--- src/rtl/sram_like_bridge.sv ---
// Bridges a single-cycle CPU SRAM port onto the split req/addr_ok/data_ok bus.
// One outstanding transaction; read data is held until the pipeline advances.
module sram_like_bridge #(
  parameter int DATA_W = 32,
  parameter int ADDR_W = 32
) (
  input  logic                clk,
  input  logic                resetn,
  input  logic                cpu_en,
  input  logic [DATA_W/8-1:0] cpu_wen,
  input  logic [ADDR_W-1:0]   cpu_addr,
  input  logic [DATA_W-1:0]   cpu_wdata,
  input  logic                cpu_flush,
  input  logic                ext_stall,
  output logic [DATA_W-1:0]   cpu_rdata,
  output logic                cpu_stall,
  output logic                bus_req,
  output logic                bus_wr,
  output logic [1:0]          bus_size,
  output logic [ADDR_W-1:0]   bus_addr,
  output logic [DATA_W/8-1:0] bus_wstrb,
  output logic [DATA_W-1:0]   bus_wdata,
  input  logic                bus_addr_ok,
  input  logic                bus_data_ok,
  input  logic [DATA_W-1:0]   bus_rdata
);

  localparam int BYTES = DATA_W / 8;
  localparam int LSB   = $clog2(BYTES);

  typedef enum logic [2:0] {
    IDLE, REQ, WAIT, DONE, DRAIN
  } state_e;

  state_e              state_q, state_d;
  logic                flush_q, flush_d;
  logic [DATA_W-1:0]   hold_q;
  logic                req_q;
  logic                wr_q;
  logic [1:0]          size_q;
  logic [ADDR_W-1:0]   addr_q;
  logic [BYTES-1:0]    wstrb_q;
  logic [DATA_W-1:0]   wdata_q;

  logic                accept;
  logic                cap;
  logic [3:0]          pop;
  logic [LSB-1:0]      low;
  logic                pow2;
  logic [ADDR_W-1:0]   addr_al;
  logic [1:0]          size_d;
  logic [ADDR_W-1:0]   addr_d;

  // Downward scan leaves low at the lowest set strobe.
  always_comb begin
    pop = '0;
    low = '0;
    for (int i = BYTES - 1; i >= 0; i--) begin
      if (cpu_wen[i]) begin
        pop = pop + 4'd1;
        low = LSB'(i);
      end
    end
    pow2 = (pop == 4'd1) | (pop == 4'd2)
         | (pop == 4'd4) | (pop == 4'd8);
    addr_al = cpu_addr & ~ADDR_W'(BYTES - 1);
    size_d  = 2'(LSB);
    addr_d  = addr_al;
    if ((|cpu_wen) && pow2) begin
      size_d = (pop == 4'd1) ? 2'd0 :
               (pop == 4'd2) ? 2'd1 :
               (pop == 4'd4) ? 2'd2 : 2'd3;
      addr_d = addr_al | ADDR_W'(low);
    end
  end

  always_comb begin
    state_d = state_q;
    flush_d = flush_q;
    accept  = 1'b0;
    cap     = 1'b0;
    unique case (state_q)
      IDLE: begin
        if (cpu_en && !cpu_flush) begin
          accept  = 1'b1;
          flush_d = 1'b0;
          state_d = REQ;
        end
      end
      REQ: begin
        if (cpu_flush) flush_d = 1'b1;
        if (bus_addr_ok) begin
          state_d = (flush_q || cpu_flush) ? DRAIN : WAIT;
        end
      end
      WAIT: begin
        if (bus_data_ok) begin
          cap     = 1'b1;
          state_d = DONE;
        end else if (cpu_flush) begin
          state_d = DRAIN;
        end
      end
      DONE: begin
        if (!ext_stall) state_d = IDLE;
      end
      DRAIN: begin
        if (bus_data_ok) state_d = IDLE;
      end
      default: state_d = IDLE;
    endcase
  end

  always_ff @(posedge clk or negedge resetn) begin
    if (!resetn) begin
      state_q <= IDLE;
      flush_q <= 1'b0;
      hold_q  <= '0;
      req_q   <= 1'b0;
      wr_q    <= 1'b0;
      size_q  <= 2'd0;
      addr_q  <= '0;
      wstrb_q <= '0;
      wdata_q <= '0;
    end else begin
      state_q <= state_d;
      flush_q <= flush_d;
      if (accept) begin
        req_q   <= 1'b1;
        wr_q    <= |cpu_wen;
        size_q  <= size_d;
        addr_q  <= addr_d;
        wstrb_q <= cpu_wen;
        wdata_q <= cpu_wdata;
      end else if (state_q == REQ && bus_addr_ok) begin
        req_q   <= 1'b0;
      end
      if (cap) hold_q <= bus_rdata;
    end
  end

  assign cpu_stall = cpu_en & ~cpu_flush
                   & ((state_q == IDLE) | (state_q == REQ)
                    | (state_q == WAIT));
  assign cpu_rdata = hold_q;
  assign bus_req   = req_q;
  assign bus_wr    = wr_q;
  assign bus_size  = size_q;
  assign bus_addr  = addr_q;
  assign bus_wstrb = wstrb_q;
  assign bus_wdata = wdata_q;

endmodule

--- config.mk ---
export PLATFORM = sky130hd
export DESIGN_NAME = sram_like_bridge
export DESIGN_NICKNAME = d
export VERILOG_FILES = /design/src/rtl/sram_like_bridge.sv
export SDC_FILE = /design/constraint.sdc
export NUM_CORES = 1
export LEC_CHECK = 0
export BUFFER_PORTS_ARGS = -buffer_cell sky130_fd_sc_hd__buf_2
export CAP_MARGIN = 20
export CORE_ASPECT_RATIO = 0.7
export CORE_MARGIN = 10
export CORE_UTILIZATION = 47
export DETAILED_ROUTE_END_ITERATION = 10
export HOLD_SLACK_MARGIN = 0.15
export PLACE_DENSITY = 0.8
export SETUP_SLACK_MARGIN = 0.15
export SLEW_MARGIN = 20
export SYNTH_ARGS = -nofsm -noshare
export SYNTH_HDL_FRONTEND = slang
export SYNTH_SLANG_ARGS = --single-unit
--- constraint.sdc ---
create_clock -name clk -period 2 [get_ports clk]
set_clock_uncertainty 0.1 [all_clocks]
set_input_delay 0 -clock clk [delete_from_list [all_inputs] [get_ports clk]]
set_output_delay 0 -clock clk [all_outputs]
set_load 0.01 [all_outputs]
==> metrics, run 1 <==
run status complete, no violations; startpoint kind of the worst setup timing path register; wire length of the first global-routing pass 25.81 mm; Placed Cells incl. Taps 777; sequential group share of total power 0.393; number of unique standard cell types used by synthesis 48; post-route design area 7305 um2; number of global-route vias before repair 4718; die boundary height 103.3 um; CTS clock-pin slew for the worst setup and hold paths 70 ps; Post-DRT Antenna Nets 0; number of synthesized flops with an enable pin 0; Area after DPL 5851 um2; peak-usage layer in the global routing report met2; initial antenna violation count 1; Setup WS post-layout 254.8 ps; fraction of power spent switching nets 0.3854; worst hold endpoint bus_addr[1]$_DFFE_PN0P_; post-route minimum period 1745 ps; data required time at the worst endpoint 2120 ps; net total in the final layout 883; crit path DAT 1870 ps; die extent in x 139.0 um; detailed-route wire length 16.18 mm; number of vias after detailed routing 4403; Crit. Startpoint state_q[1]$_DFFE_PN0P_; detail-routed net length per standard cell 17.80 um; count of filler cells inserted in the layout 637; total congestion overflow 0; Int Power 6.091 mW; Synth Instances 450; fraction of power consumed by the clock network 0.186; global routing met2 resource utilization 0.3914; post-DP HPWL 10.17 mm; final setup violation count 0; post-synthesis instance area 4662 um2; Post-Layout Cell Count 909; synthesized area divided by synthesized cell count 10.36 um2; pwr dens 1357 nW/um2; Placement Rows 30; Crit. End Element register; launching point of the worst reg2reg path state_q[1]$_DFFE_PN0P_; Fmax 0.5730 GHz; CTS Root Buffer Type clkbuf_16; unrepaired setup endpoints after global routing false; path depth of the worst reg2reg path 6; share of the yosys chip area belonging to registers 0.5797; period utilisation layout 0.8726; post-synthesis to final-layout area growth 56.68%; last weighted congestion value of the routability-driven placer 0.8578; drt drc 0; met1 usage 0.2605; endpoint of the worst register-to-register path bus_req$_DFFE_PN0P_; pin count of the biggest net entering global routing 50; Comb power frac 0.421; clock sinks 108; flop and latch count out of synthesis 108; YS warnings 0; Worst Setup Path Type register to register; max-cap violations 0; detailed-route vias per instance 4.844; hold_sp cpu_wen[2]; worst rel slew slack 0.7067; total routing usage reported by global routing 0.2238; clock latency of the later-clocked register in the worst-skew pair 340 ps; maximum fanout encountered on the critical timing path 7; deepest clock path buffer count 2; met3 global-route usage 0.06889; number of buffers added by the clock tree synthesis step 9; DRT Pass-1 Iters 4; P_sw 3.819 mW; I/O pin cnt 212; Worst Tran Pin Value 440.0 ps; initial core utilization 0.4814; die area 14370 um2; number of violations reported at the end of detailed-routing iteration 0 230; post-placement worst setup slack -34.74 ps; most frequently used flop master after synthesis dfrtp_1; number of H-tree levels 3; flop-to-flop setup slack 250 ps; worst hold-check path type primary input to register; post-synthesis net count 562; Max Slew Vio Count 0; clock tree from TritonCTS built; post-CTS repair timing setup buffer count 0; async set or reset register ratio after synthesis 1.000; proportion of layout cells with a drive suffix above 1 0.3686; Leakage 3.845 nW; number of hold violations in the final report 0; worst hold path cell count 5; area of the core 9684 um2; Port Buffer Count 209; maximum VDD drop 723.8 uV
==> cell usage in the layout (no fill, tap or decap), types with 4 or more instances in the layout <==
cell / instances
buf_2: 208
nand2_1: 200
dlygate4sd3_1: 110
dfrtp_1: 106
mux2_2: 31
buf_4: 12
nor2_1: 11
a21oi_1: 10
clkbuf_16: 9
inv_1: 6
nand2b_1: 6
diode_2: 5
o21ai_0: 5
ha_1: 4
buf_12: 4
==> logic make-up (layout without fill, tap and decap cells) <==
family / after synthesis / count (layout) / share of synthesized area
muxes: 35 / 35 / 0.08481
DFF: 108 / 108 / 0.5797
buffers and inverters: 31 / 357 / 0.04402
xor gates and xnor gates: 3 / 3 / 0.005637
other: 0 / 5 / 0
adders and majority gates: 5 / 5 / 0.01342
AOI/OAI and AO/OA: 35 / 35 / 0.05904
and+or+nand+nor: 233 / 233 / 0.2134
==> cell usage after synthesis (2+ instances only) <==
cell | instances | share of area
xnor2_1 | 2 | 0.0038
a31oi_1 | 2 | 0.0027
a21oi_1 | 10 | 0.011
buf_4 | 11 | 0.018
mux2i_1 | 2 | 0.0043
o31ai_1 | 2 | 0.0032
buf_6 | 5 | 0.012
clkbuf_1 | 2 | 0.0016
nand2b_1 | 6 | 0.0081
nor3b_1 | 2 | 0.0032
dfrtp_1 | 108 | 0.58
nand3b_1 | 2 | 0.0032
a21boi_0 | 2 | 0.0032
inv_1 | 7 | 0.0056
nand2_1 | 200 | 0.16
mux2_2 | 31 | 0.075
ha_1 | 5 | 0.013
a211oi_1 | 2 | 0.0032
nand3_1 | 2 | 0.0021
nor2_1 | 11 | 0.0089
buf_2 | 5 | 0.0054
o21ai_0 | 5 | 0.0054
==> power groups by stage <==
stage / logic (mW) / registers [mW] / clock network [mW]
2_1_floorplan: 1.81 / 4.27 / 0
3_3_place_gp: 3.77 / 3.79 / 0
3_5_place_dp: 3.90 / 3.85 / 0
4_1_cts: 4.12 / 3.82 / 1.88
5_1_grt: 4.59 / 4.02 / 1.97
6_report: 4.17 / 3.89 / 1.85
==> final cells by class <==
type                    instances  area (um2)  area share
clock buffers                   9       225.2     0.03083
diodes                          5       12.51    0.001713
inverters                       7       30.03    0.004111
multi-input cells             311        1768      0.2420
flip-flops and latches        108        2705      0.3703
well taps                     128       160.2     0.02193
clock inverters                 7       91.34     0.01250
repair buffers                334        2312      0.3165
==> worst max path at each step <==
stage | end | slack [ps] | cells after the start
after CTS | state_q[0]$_DFFE_PN0P_ | 170 | 4
after floorplan | bus_addr[0]$_DFFE_PN0P_ | 120 | 9
final | bus_req$_DFFE_PN0P_ | 250 | 6
after global placement | bus_addr[0]$_DFFE_PN0P_ | 50 | 9
after detailed placement | bus_addr[0]$_DFFE_PN0P_ | -30 | 9
after global routing | state_q[0]$_DFFE_PN0P_ | 150 | 4
==> stage by stage <==
step	TNS [ps]	power [mW]	utilization	hold slack [ps]
2_1_floorplan	0	6.077	-	-395.6
3_5_place_dp	-34.74	7.757	0.6041	-123.2
6_report	0	9.910	0.7543	172.5
4_1_cts	0	9.820	0.7526	150.6
5_1_grt	0	10.59	0.7532	192.5
3_3_place_gp	0	7.561	0.6041	-124.2
==> routing by layer <==
metal  wire length, um  vias up
met4               332        0
met5                 0        -
li1                  -     2093
met1              6499     2093
met2              8157      187
met3              1188       30
==> sequential cells by signal, summed over array words and instances, names as in the netlist <==
signal     count
bus_addr      32
bus_req        1
bus_size       2
bus_wdata     32
bus_wr         1
bus_wstrb      4
cpu_rdata     32
flush_q        1
state_q        3
==> worst max-delay path, stage by stage (launching register included) <==
cell and delay (ps):
dfrtp_2 460, buf_4 180, nor2_8 120, nand2_1 70, nand2_1 60, o21ai_0 70, dlygate4sd3_1 570
==> what timing repair did <==
item	CTS	global route
gates resized for setup	0	3
hold endpoints to repair	216	0
endpoints found under the setup margin	0	6
hold buffers	111	0
(Power assumes the default switching activity.)
==> run 2, diff against run 1 <==
Settings changed: RECOVER_POWER from default to 100, SETUP_SLACK_MARGIN 0.15 to default.
==> run 2 against run 1 <==
  * Global-route usage down 1.3 points
  * Non-clock buffer count is 5 lower
  * Clock power down 9%
  * Critical path type is now primary input to register
  * Critical endpoint is now bus_addr[0]$_DFFE_PN0P_
  * Largest cell class unchanged
==> metrics, run 2 (synthesis results as in run 1) <==
critical path's largest stage delay 540 ps; area of the core 9684 um2; period utilisation layout 0.9549; data required time at the worst endpoint 2150 ps; net total in the final layout 878; worst hold-check path type primary input to register; CTS Root Buffer Type clkbuf_16; Placement Rows 30; deepest clock path buffer count 2; detailed-route wire length 15.66 mm; proportion of layout cells with a drive suffix above 1 0.2140; post-synthesis to final-layout area growth 49.87%; Setup WS post-layout 90.26 ps; post-route minimum period 1910 ps; Max stage delay cell, worst path dlygate4sd3_1; unrepaired setup endpoints after global routing false; pin count of the biggest net entering global routing 50; commonest non-fill, non-tap cells in the layout nand2_1, dlygate4sd3_1, dfrtp_1, clkbuf_1, buf_2; CTS clock-pin slew for the worst setup and hold paths 70 ps; worst rel slew slack 0.5150; die area 14370 um2; Leakage 3.450 nW; Post-DRT Antenna Nets 0; final setup violation count 0; number of violations reported at the end of detailed-routing iteration 0 219; count of filler cells inserted in the layout 722; Hold Slack 198.9 ps; maximum fanout encountered on the critical timing path 16; max-cap violations 0; number of vias after detailed routing 4462; initial core utilization 0.4814; Fmax 0.5236 GHz; number of buffers added by the clock tree synthesis step 9; DRT Pass-1 Iters 6; final total negative setup slack 0 ps; cells traversed along the worst timing path dlygate4sd3_1 -> buf_4 -> xor2_1 -> ha_1 -> a21boi_0 -> o311a_1 -> a2bb2oi_1 -> o31ai_2; Worst Setup Path Type primary input to register; crit path DAT 2060 ps; drt drc 0; last weighted congestion value of the routability-driven placer 0.8176; clock tree from TritonCTS built; number of H-tree levels 3; die extent in x 139.0 um; maximum VDD drop 637.0 uV; I/O pin cnt 212; clock sinks 108; clock latency of the later-clocked register in the worst-skew pair 330 ps; Worst Tran Pin Value 727.5 ps; number of global-route vias before repair 4718; die boundary height 103.3 um; detailed-route vias per instance 4.947; Max Slew Vio Count 0; total congestion overflow 0; post-CTS repair timing setup buffer count 0; wire length of the first global-routing pass 24.74 mm; Storage cell area 2704 um2; startpoint kind of the worst setup timing path primary input; most common cell after layout, fill and taps aside nand2_1; post-placement worst setup slack 3.564 ps; initial antenna violation count 0; Port Buffer Count 209; pwr dens 1336 nW/um2; detail-routed net length per standard cell 17.36 um; number of hold violations in the final report 0; total routing usage reported by global routing 0.2110; run status complete, no violations; post-DP HPWL 10.14 mm; area of the multi-input gates 1702 um2; Crit. End Element register
-- run 2: changes by cell type in the layout (fill, tap and decap cells not counted), sizes merged --
cell and delta:
buf -115, clkbuf +113, diode -2, dlygate4sd3 -2, bufinv -1, clkinvlp -1, inv +1
-- run 2: final cells by class --
type / instances / share of cell area
clock buffers: 10 / 0.03277
diodes: 3 / 0.001074
clock inverters: 6 / 0.008059
multi-input cells: 311 / 0.2436
well taps: 128 / 0.02292
flip-flops and latches: 108 / 0.3870
inverters: 7 / 0.003761
repair buffers: 329 / 0.3009
-- run 2: critical path, delay by kind of cell --
family / cells / cell delay (ps)
AO/OA/AOI/OAI: 4 / 800
adder cells (fa/ha/maj): 1 / 350
XOR/XNOR: 1 / 180
buffers and inverters: 2 / 730
-- run 2: metal layers --
metal / GRT usage / wire, um
met1: 0.2428 / 6171
met2: 0.3750 / 8004
met3: 0.06752 / 1186
met4: 0.06075 / 299
met5: 0 / 0
-- run 2: final timing paths --
| kind | from | endpoint | slack (ps) | cells past startpoint |
|---|---|---|---|---|
| max | cpu_wen[1] | bus_addr[0]$_DFFE_PN0P_ | 90 | 8 |
| min | cpu_en | state_q[0]$_DFFE_PN0P_ | 200 | 4 |
| max reg2reg | state_q[1]$_DFFE_PN0P_ | cpu_rdata[19]$_DFFE_PN0P_ | 130 | 4 |
| min reg2reg | bus_addr[15]$_DFFE_PN0P_ | bus_addr[15]$_DFFE_PN0P_ | 380 | 2 |
| max in group asynchronous | resetn | bus_addr[0]$_DFFE_PN0P_ | 280 | 4 |
| min in group asynchronous | resetn | bus_wdata[27]$_DFFE_PN0P_ | 920 | 4 |
-- run 2: power by group --
group	internal, mW	switching (mW)	leakage, nW
clock network	0.872	0.806	0.137
logic	1.50	2.22	1.98
registers	3.23	0.714	1.33
-- run 2: through the flow --
step	utilization	cells	power, mW	area [um2]
finish	0.7214	902	9.336	6987
global route	0.7207	899	10.01	6979
CTS	0.7433	899	9.666	7198
detailed placement	0.6001	774	7.749	5812
global placement	0.6001	774	7.525	5812
floorplan	-	450	6.071	4662
-- run 2: what timing repair did --
item | 4_1_cts | 5_1_grt
hold endpoints to repair | 216 | 0
endpoints found under the setup margin | 0 | 3
gates resized for setup | 0 | 3
hold buffers | 109 | 0
==> run 3, diff against run 2 <==
Settings changed: PLACE_DENSITY 0.8 to 0.83.
==> run 3 against run 2 <==
  * Global-route usage grew 0.58 points
  * Wire length grew 2.8%
  * Utilization grew 0.12 points
  * Final area grew 0.16%
  * Clock-buffer cell count is the same
  * Sequential power is essentially flat
  * Worst setup slack lost 16 ps
  * Largest cell class unchanged
==> metrics, run 3 (synthesis results as in run 1) <==
run status complete, no violations; Setup WS post-layout 74.75 ps; detailed-route wire length 16.09 mm; post-DP HPWL 10.22 mm; Placed Cells incl. Taps 776; number of vias after detailed routing 4475; crit path DAT 2040 ps; wire length of the first global-routing pass 25.29 mm; Max Slew Vio Count 0; worst hold-check path type primary input to register; period utilisation layout 0.9626; total routing usage reported by global routing 0.2168; Largest delay share family, worst path flip-flops; worst hold path cell count 5; drt drc 0; die area 14370 um2; worst rel slew slack 0.1360; Crit. End Element register; max-cap violations 0; path depth of the worst reg2reg path 3; area of the core 9684 um2; most common cell after layout, fill and taps aside nand2_1; startpoint kind of the worst setup timing path register; Worst Tran Pin Value 1296 ps; deepest clock path buffer count 2; launching point of the worst reg2reg path state_q[2]$_DFFE_PN0P_; post-route minimum period 1925 ps; post-placement worst setup slack -59.44 ps; number of buffer and inverter instances along the worst setup path 1; clock tree from TritonCTS built; flop-to-flop setup slack 70 ps; Placement Rows 30; I/O pin cnt 212; detail-routed net length per standard cell 17.86 um; count of instances resized after the clock tree is built 0; die boundary height 103.3 um; CTS Root Buffer Type clkbuf_16; die extent in x 139.0 um; Hold Slack 137.6 ps; Fmax 0.5194 GHz; worst hold endpoint flush_q$_DFFE_PN0P_; total congestion overflow 0; net total in the final layout 878; detailed-route vias per instance 4.967; Leakage 3.450 nW; Post-DRT Antenna Nets 0; Worst Setup Path Type register to register; initial antenna violation count 0; pwr dens 1345 nW/um2; last weighted congestion value of the routability-driven placer 0.8372; Port Buffer Count 209; Area after DPL 5839 um2; critical path's largest stage delay 590 ps; final setup violation count 0; Post-Layout Cell Count 901; clock latency of the later-clocked register in the worst-skew pair 340 ps; data required time at the worst endpoint 2110 ps; cells traversed along the worst timing path nor3_4 -> clkbuf_4 -> mux2_1; CTS Hold Buffers Added 107; CTS clock-pin slew for the worst setup and hold paths 70 ps; Max stage delay cell, worst path dfrtp_1; number of buffers added by the clock tree synthesis step 9; number of global-route vias before repair 4826; number of violations reported at the end of detailed-routing iteration 0 225; endpoint of the worst register-to-register path cpu_rdata[30]$_DFFE_PN0P_; unrepaired setup endpoints after global routing false; initial core utilization 0.4814; post-CTS repair timing setup buffer count 0; proportion of layout cells with a drive suffix above 1 0.2127; post-synthesis to final-layout area growth 50.11%; commonest non-fill, non-tap cells in the layout nand2_1, dfrtp_1, clkbuf_1; post-route design area 6998 um2; clock sinks 108; DRT Pass-1 Iters 5; number of H-tree levels 3; maximum fanout encountered on the critical timing path 32; hold_sp cpu_en; number of hold violations in the final report 0; final standard cell utilization of the core 0.7226; pin count of the biggest net entering global routing 53; maximum VDD drop 674.3 uV
## run 3: routing by layer
metal	GRT usage	wire, um	vias to the layer above
met2	0.3972	8241	194
met1	0.2440	6550	2170
met5	0	0	-
met3	0.06524	1023	24
met4	0.05915	276	0
li1	-	-	2087
## run 3: per-stage QoR
stage | total power, mW | setup TNS [ps]
2_1_floorplan | 6.071 | 0
3_3_place_gp | 7.564 | 0
3_5_place_dp | 7.773 | -59.44
4_1_cts | 9.710 | 0
5_1_grt | 10.07 | 0
6_report | 9.412 | 0
## run 3: worst reg2reg max path, delay by kind of cell, from the launching register on
kind                   cells  cell delay [ps]
DFF                        1              590
buffers and inverters      1              450
muxes                      1              410
and+or+nand+nor            1              250
## run 3: how the worst max path moves through the flow
stage | from | endpoint | slack, ps | depth (start not counted)
final | state_q[2]$_DFFE_PN0P_ | cpu_rdata[30]$_DFFE_PN0P_ | 70 | 3
after global routing | state_q[2]$_DFFE_PN0P_ | bus_wdata[6]$_DFFE_PN0P_ | 20 | 4
after CTS | state_q[2]$_DFFE_PN0P_ | bus_req$_DFFE_PN0P_ | 180 | 4
after detailed placement | cpu_wen[3] | bus_addr[0]$_DFFE_PN0P_ | -60 | 9
after global placement | cpu_wen[3] | bus_addr[0]$_DFFE_PN0P_ | 90 | 9
after floorplan | cpu_wen[2] | bus_addr[0]$_DFFE_PN0P_ | 40 | 9
## run 3: where the power goes
group / internal, mW / switching (mW)
logic: 1.50 / 2.25
registers: 3.23 / 0.704
clock network: 0.906 / 0.819
total: 5.64 / 3.77
## run 3: area by class of cell
cell class | instances | area [um2]
Sequential cell | 108 | 2703
Clock inverter | 6 | 56.30
Clock buffer | 10 | 239.0
Timing Repair Buffer | 329 | 2086
Fill cell | 719 | 2686
Antenna cell | 2 | 5.005
Multi-Input combinational cell | 311 | 1723
Tap cell | 128 | 160.2
Inverter | 7 | 26.28
